**config.mk**
```make
export PLATFORM = sky130hd
export DESIGN_NAME = md_pad_engine
export DESIGN_NICKNAME = d
export VERILOG_FILES = /design/src/rtl/md_pad_engine.sv
export SDC_FILE = /design/constraint.sdc
export NUM_CORES = 1
export LEC_CHECK = 0
export BUFFER_PORTS_ARGS = -buffer_cell sky130_fd_sc_hd__buf_2
export CAP_MARGIN = 40
export CORE_ASPECT_RATIO = 0.8
export CORE_UTILIZATION = 54
export CTS_BUF_LIST = sky130_fd_sc_hd__clkbuf_16
export CTS_CLUSTER_SIZE = 20
export DETAILED_ROUTE_END_ITERATION = 7
export GPL_TIMING_DRIVEN = 0
export PLACE_DENSITY = 0.83
export SYNTH_ARGS = -nofsm -noshare
export SYNTH_HDL_FRONTEND = slang
export SYNTH_SLANG_ARGS = --single-unit
```
**constraint.sdc**
```tcl
create_clock -name clk -period 2.8 [get_ports clk]
set_clock_uncertainty 0.2 [all_clocks]
set_input_delay 0.42 -clock clk [delete_from_list [all_inputs] [get_ports clk]]
set_output_delay 0.42 -clock clk [all_outputs]
set_load 0.02 [all_outputs]
```
**src/rtl/md_pad_engine.sv**
```systemverilog
// Merkle-Damgard padder: writes the 0x80 marker, the zero fill and the bit-length field after a message held in byte memory.
// Optional PAD_LEN_LITTLE_ENDIAN_EN: the length field is written LSB first (MD5 style) instead of MSB first.
module md_pad_engine #(
    parameter int DATA_WIDTH   = 8,
    parameter int ADDR_WIDTH   = 10,
    parameter int BLOCK_BYTES  = 64,
    parameter int LEN_BYTES    = 8,
    parameter int MSGLEN_WIDTH = 16
) (
    input  logic                    clk,
    input  logic                    rst,
    input  logic                    start,
    input  logic [ADDR_WIDTH-1:0]   base_addr,
    input  logic [MSGLEN_WIDTH-1:0] msg_len,
    output logic [ADDR_WIDTH-1:0]   mem_addr,
    output logic [DATA_WIDTH-1:0]   mem_wdata,
    output logic                    mem_we,
    input  logic                    mem_ready,
    output logic                    busy,
    output logic                    done,
    output logic [MSGLEN_WIDTH-1:0] num_blocks
);

    localparam int OW  = MSGLEN_WIDTH + 2;
    localparam int LW  = 8 * LEN_BYTES;
    localparam int BSH = $clog2(BLOCK_BYTES);

    typedef enum logic [2:0] {
        S_IDLE,
        S_CALC,
        S_MARK,
        S_ZERO,
        S_LEN,
        S_DONE
    } state_t;

    state_t                  r_state;
    state_t                  w_next;
    logic [ADDR_WIDTH-1:0]   r_base;
    logic [MSGLEN_WIDTH-1:0] r_len;
    logic [OW-1:0]           r_off;
    logic [OW-1:0]           r_total;
    logic [LW-1:0]           r_bits;
    logic [MSGLEN_WIDTH-1:0] r_nblk;

    logic          w_accept;
    logic [OW-1:0] w_sum;
    logic [OW-1:0] w_nblk_full;
    logic [OW-1:0] w_total;
    logic [OW-1:0] w_len_start;
    logic [OW-1:0] w_off_nx;

    assign w_sum       = OW'(r_len) + OW'(LEN_BYTES + BLOCK_BYTES);
    assign w_nblk_full = w_sum >> BSH;
    assign w_total     = w_nblk_full << BSH;
    assign w_len_start = r_total - OW'(LEN_BYTES);
    assign w_off_nx    = r_off + OW'(1);
    assign w_accept    = mem_we && mem_ready;

    always_ff @(posedge clk or negedge rst) begin
        if (!rst) begin
            r_state <= S_IDLE;
            r_base  <= '0;
            r_len   <= '0;
            r_off   <= '0;
            r_total <= '0;
            r_bits  <= '0;
            r_nblk  <= '0;
        end else begin
            r_state <= w_next;
            case (r_state)
                S_IDLE: begin
                    if (start) begin
                        r_base <= base_addr;
                        r_len  <= msg_len;
                    end
                end
                S_CALC: begin
                    r_off   <= OW'(r_len);
                    r_total <= w_total;
                    r_nblk  <= MSGLEN_WIDTH'(w_nblk_full);
                    r_bits  <= LW'(r_len) << 3;
                end
                S_MARK, S_ZERO: begin
                    if (w_accept) r_off <= w_off_nx;
                end
                S_LEN: begin
                    // The next length byte always sits at the outgoing end of r_bits.
                    if (w_accept) begin
                        r_off <= w_off_nx;
`ifdef PAD_LEN_LITTLE_ENDIAN_EN
                        r_bits <= {8'h00, r_bits[LW-1:8]};
`else
                        r_bits <= {r_bits[LW-9:0], 8'h00};
`endif
                    end
                end
                default: ;
            endcase
        end
    end

    always_comb begin
        w_next = r_state;
        case (r_state)
            S_IDLE: if (start) w_next = S_CALC;
            S_CALC: w_next = S_MARK;
            S_MARK: begin
                if (w_accept) w_next = (w_off_nx < w_len_start) ? S_ZERO : S_LEN;
            end
            S_ZERO: begin
                if (w_accept && (r_off == w_len_start - OW'(1))) w_next = S_LEN;
            end
            S_LEN: begin
                if (w_accept && (r_off == r_total - OW'(1))) w_next = S_DONE;
            end
            S_DONE:  w_next = S_IDLE;
            default: w_next = S_IDLE;
        endcase
    end

    always_comb begin
        mem_we    = (r_state == S_MARK) || (r_state == S_ZERO) || (r_state == S_LEN);
        busy      = (r_state == S_CALC) || mem_we;
        done      = (r_state == S_DONE);
        mem_addr  = r_base + ADDR_WIDTH'(r_off);
        mem_wdata = '0;
        if (r_state == S_MARK) begin
            mem_wdata = DATA_WIDTH'(8'h80);
        end else if (r_state == S_LEN) begin
`ifdef PAD_LEN_LITTLE_ENDIAN_EN
            mem_wdata = DATA_WIDTH'(r_bits[7:0]);
`else
            mem_wdata = DATA_WIDTH'(r_bits[LW-1 -: 8]);
`endif
        end
    end

    assign num_blocks = r_nblk;

endmodule
```
==> impl_results.md <==
- Outcome: finished, violations left
- Failing checks: negative setup slack
- Wire per inst: between 15 and 20 um
- Core Region: 0.0116 mm2
- Highest-delay cell along the critical path: or4_4
- Number of synthesized flops with an enable pin: 0
- CP bufs+invs: 0
- Post-synth top area cell: dfrtp_1
- Final Max Slew Viols: 0
- DP Cell Count: approximately 900
- Synthesized instance count: ~700
- Crit path top cell by count: or4_4
- Leak Pwr: roughly 0.0035 uW
- Ys async rst share: 100%
- Critical path, cell by cell: or4_4, or4_4, xor3_1, nor4b_2, nor4b_4, nand4_1, and2_4, o32ai_2
- Layout Cells excl Fill: 946
- Arr. time, crit path: 3.22 ns
- DIE HEIGHT: between 90 and 100 um
- # diodes: 0
- Net Sw Frac: around 44%
- Port bufs: 60
- Clock power frac: 18.8%
- Max VDD drop: approximately 750 uV
- Fill count: ~830
- Routed Antenna Nets: 0
- Actual slew at the worst max-slew pin: between 0.7 and 0.8 ns
- CTS tree: built
- Die W: about 120 um
- Residual DRC: 0
- Ranking of synthesized cells by area: dfrtp_1 46%, nand2_1 7.9%, o21ai_0 6.4%
- Crit Path Category: reg2reg
- Worst-path clk slew: approximately 0.06 ns
- Antenna violations before repair: 0
- CTS root buf: clkbuf_16
- Pre-antenna DRT Iters: 5
- Max_slew headroom: 49.6%
- Max Fclk: around 0.32 GHz
- Share of total power in combinational logic: 53.7%
- CP endpoint kind: flop
- DR iter-0 viols: between 500 and 600
- CP Max Fanout: 4
- Final WS setup: -0.294 ns
- Synth warn: 0
- DIE AREA: 0.0124 mm2
- Max_cap viols: 0
- IO Pins: 67
- Vias: approximately 5600
- Nets: between 800 and 900
- Share of cells above drive strength 1: about a quarter
- Net Sw Power: 4750 uW
- Syn Std Cell Area: ~0.0065 mm2
- Worst setup SP type: flop
- Clock sinks: between 100 and 150
- Total grt overflow: 0
- CTS Buf Count: 17
- Syn-to-layout area delta: 23.1%
- H-Tree Depth: 4
- Worst Hold Class: in2reg
- Routability cong.: roughly 0.93
- Clk buf depth: 2
- Routed WL: approximately 17 mm
- Most frequent cells in the layout: 135 x nand2_1, 111 x dfrtp_1, 76 x o21ai_0
- Commonest non-fill, non-tap cell in the layout: nand2_1
- Internal power: just over 6000 uW
- Synth cell types: 68
- Register area: ~0.0030 mm2
- Multi-input logic area: 0.00346 mm2
- Vias in the first global route: roughly 5300
- Clock Latency Late Sink: 0.41 ns
- First-pass GRT wire length: approximately 27 mm
- HPWL Detailed: around 11 mm
- Post-Syn Area per Cell: between 9 and 10 um2
- Final Hold Vio Count: 0
- Power per Cell Area: between 1000 and 1500 mW/mm2
- Initial Util: about 56%
- Pin count of the biggest net entering global routing: 81
- Crit-path leading delay family: simple AND/OR/NAND/NOR gates
- Period utilisation layout: 111%
- Vias per cell: around 5.9
- Most common flop cell mapped by yosys: dfrtp_1
- Max incr delay on CP: around 0.57 ns
- Setup TNS: -1.43 ns
- Seq/Total Area, Yosys: a little under half
- Unrepaired setup endpoints after global routing: true
- Seq pwr share: approximately 28%
- Site Rows: 35
- Gr usage total: 28.1%
- Tmin final: between 3 and 4 ns
- Yosys reg bits: about 120
- Required @ worst endpoint: between 2 and 3 ns
- Post-synth top area share: a little under half
- Setup Viol. Count Final: 7
power by group through the flow:
stage          Combinational, uW  Clock (uW)  Sequential [uW]
2_1_floorplan               3660           0             2750
3_3_place_gp                4750           0             2850
3_5_place_dp                4950           0             2900
4_1_cts                     5380        2060             2930
5_1_grt                     6290        2150             3040
6_report                    5820        2030             2990
cell usage after synthesis, drive strengths merged, types with 3 or more instances:
cell type / count
a21oi: 26
and2: 10
buf: 15
a21o: 6
nor3: 10
nand2b: 4
dfrtp: 119
nor2b: 3
xnor3: 3
or4: 3
ha: 23
nor2: 30
clkbuf: 32
nand2: 137
mux2: 25
and3: 5
a31oi: 5
xor2: 15
a22o: 9
inv: 14
nor4: 3
nand4: 4
nor3b: 5
mux2i: 10
o21ai: 86
nand3: 17
xnor2: 29
state kept, by name, indices dropped and copies added (netlist names):
register / flops
r_len: 16
r_off: 18
r_state: 3
r_bits: 61
r_base: 10
num_blocks: 11
final cells by class:
type / instances / area share (%)
inverters: 14 / 0.660
flip-flops and latches: 119 / 37.5
well taps: 148 / 2.32
clock buffers: 17 / 5.34
repair buffers: 84 / 6.60
multi-input cells: 506 / 43.4
clock inverters: 14 / 1.52
plain buffers: 44 / 2.64
per-stage QoR:
step	setup WS [ns]	utilization (%)	power [uW]	hold WS, ns	area [um2]
floorplan	-0.131	-	6410	-0.0756	6490
global placement	-0.543	60.1	7590	0.255	6980
detailed placement	-0.594	60.5	7850	0.164	7030
CTS	-0.318	67.2	10400	0.0306	7790
global route	-0.391	68.6	11500	0.0366	7970
finish	-0.294	68.6	10800	0.0361	7970
tightest hold or removal path: stages:
cell,delay [ns]
buf_2,0.08
nand2_1,0.03
o21ai_0,0.07
path summary, 6_finish.rpt:
check	startpoint	end	slack [ns]	cells after the start
min reg2reg	r_bits[62]	r_bits[62]	0.27	2
max in group asynchronous	rst	num_blocks[3]	1.37	3
max	num_blocks[0]	r_state[0]	-0.29	8
min	base_addr[1]	r_base[1]	0.04	3
max reg2reg	num_blocks[0]	r_state[0]	-0.29	8
min in group asynchronous	rst	r_state[0]	0.29	2
cell families (layout without fill, tap and decap cells):
family / Yosys count / in the layout / synth area share (%)
AO/OA/AOI/OAI: 155 / 155 / 14.3
AND/OR/NAND/NOR: 239 / 239 / 17.5
buffers and inverters: 61 / 173 / 4.14
adder cells (fa/ha/maj): 24 / 24 / 4.76
XOR/XNOR: 48 / 48 / 7.37
multiplexers: 35 / 35 / 5.90
other: 1 / 5 / 0.0580
flip-flops: 119 / 119 / 46.0
per-layer routing:
metal  up-vias  part of all wire (%)  track usage [%]  wire length [um]
met1      2677                    43             38.6              7330
li1       2553                     -                -                 -
met3        35                   8.8             7.30              1490
met5         -                     0                0                 0
met4         0                   1.7             9.64               288
met2       300                    46             43.5              7750
what timing repair did:
action                                 in CTS  in global routing
hold buffers                                1                  0
endpoints found under the hold margin      39                  0
buffers inserted                           15                  7
gates resized for setup                    35                 36
pin swaps                                  17                 18
setup endpoints to repair                  18                 18
Note: power is estimated with default switching activity, not from simulation.
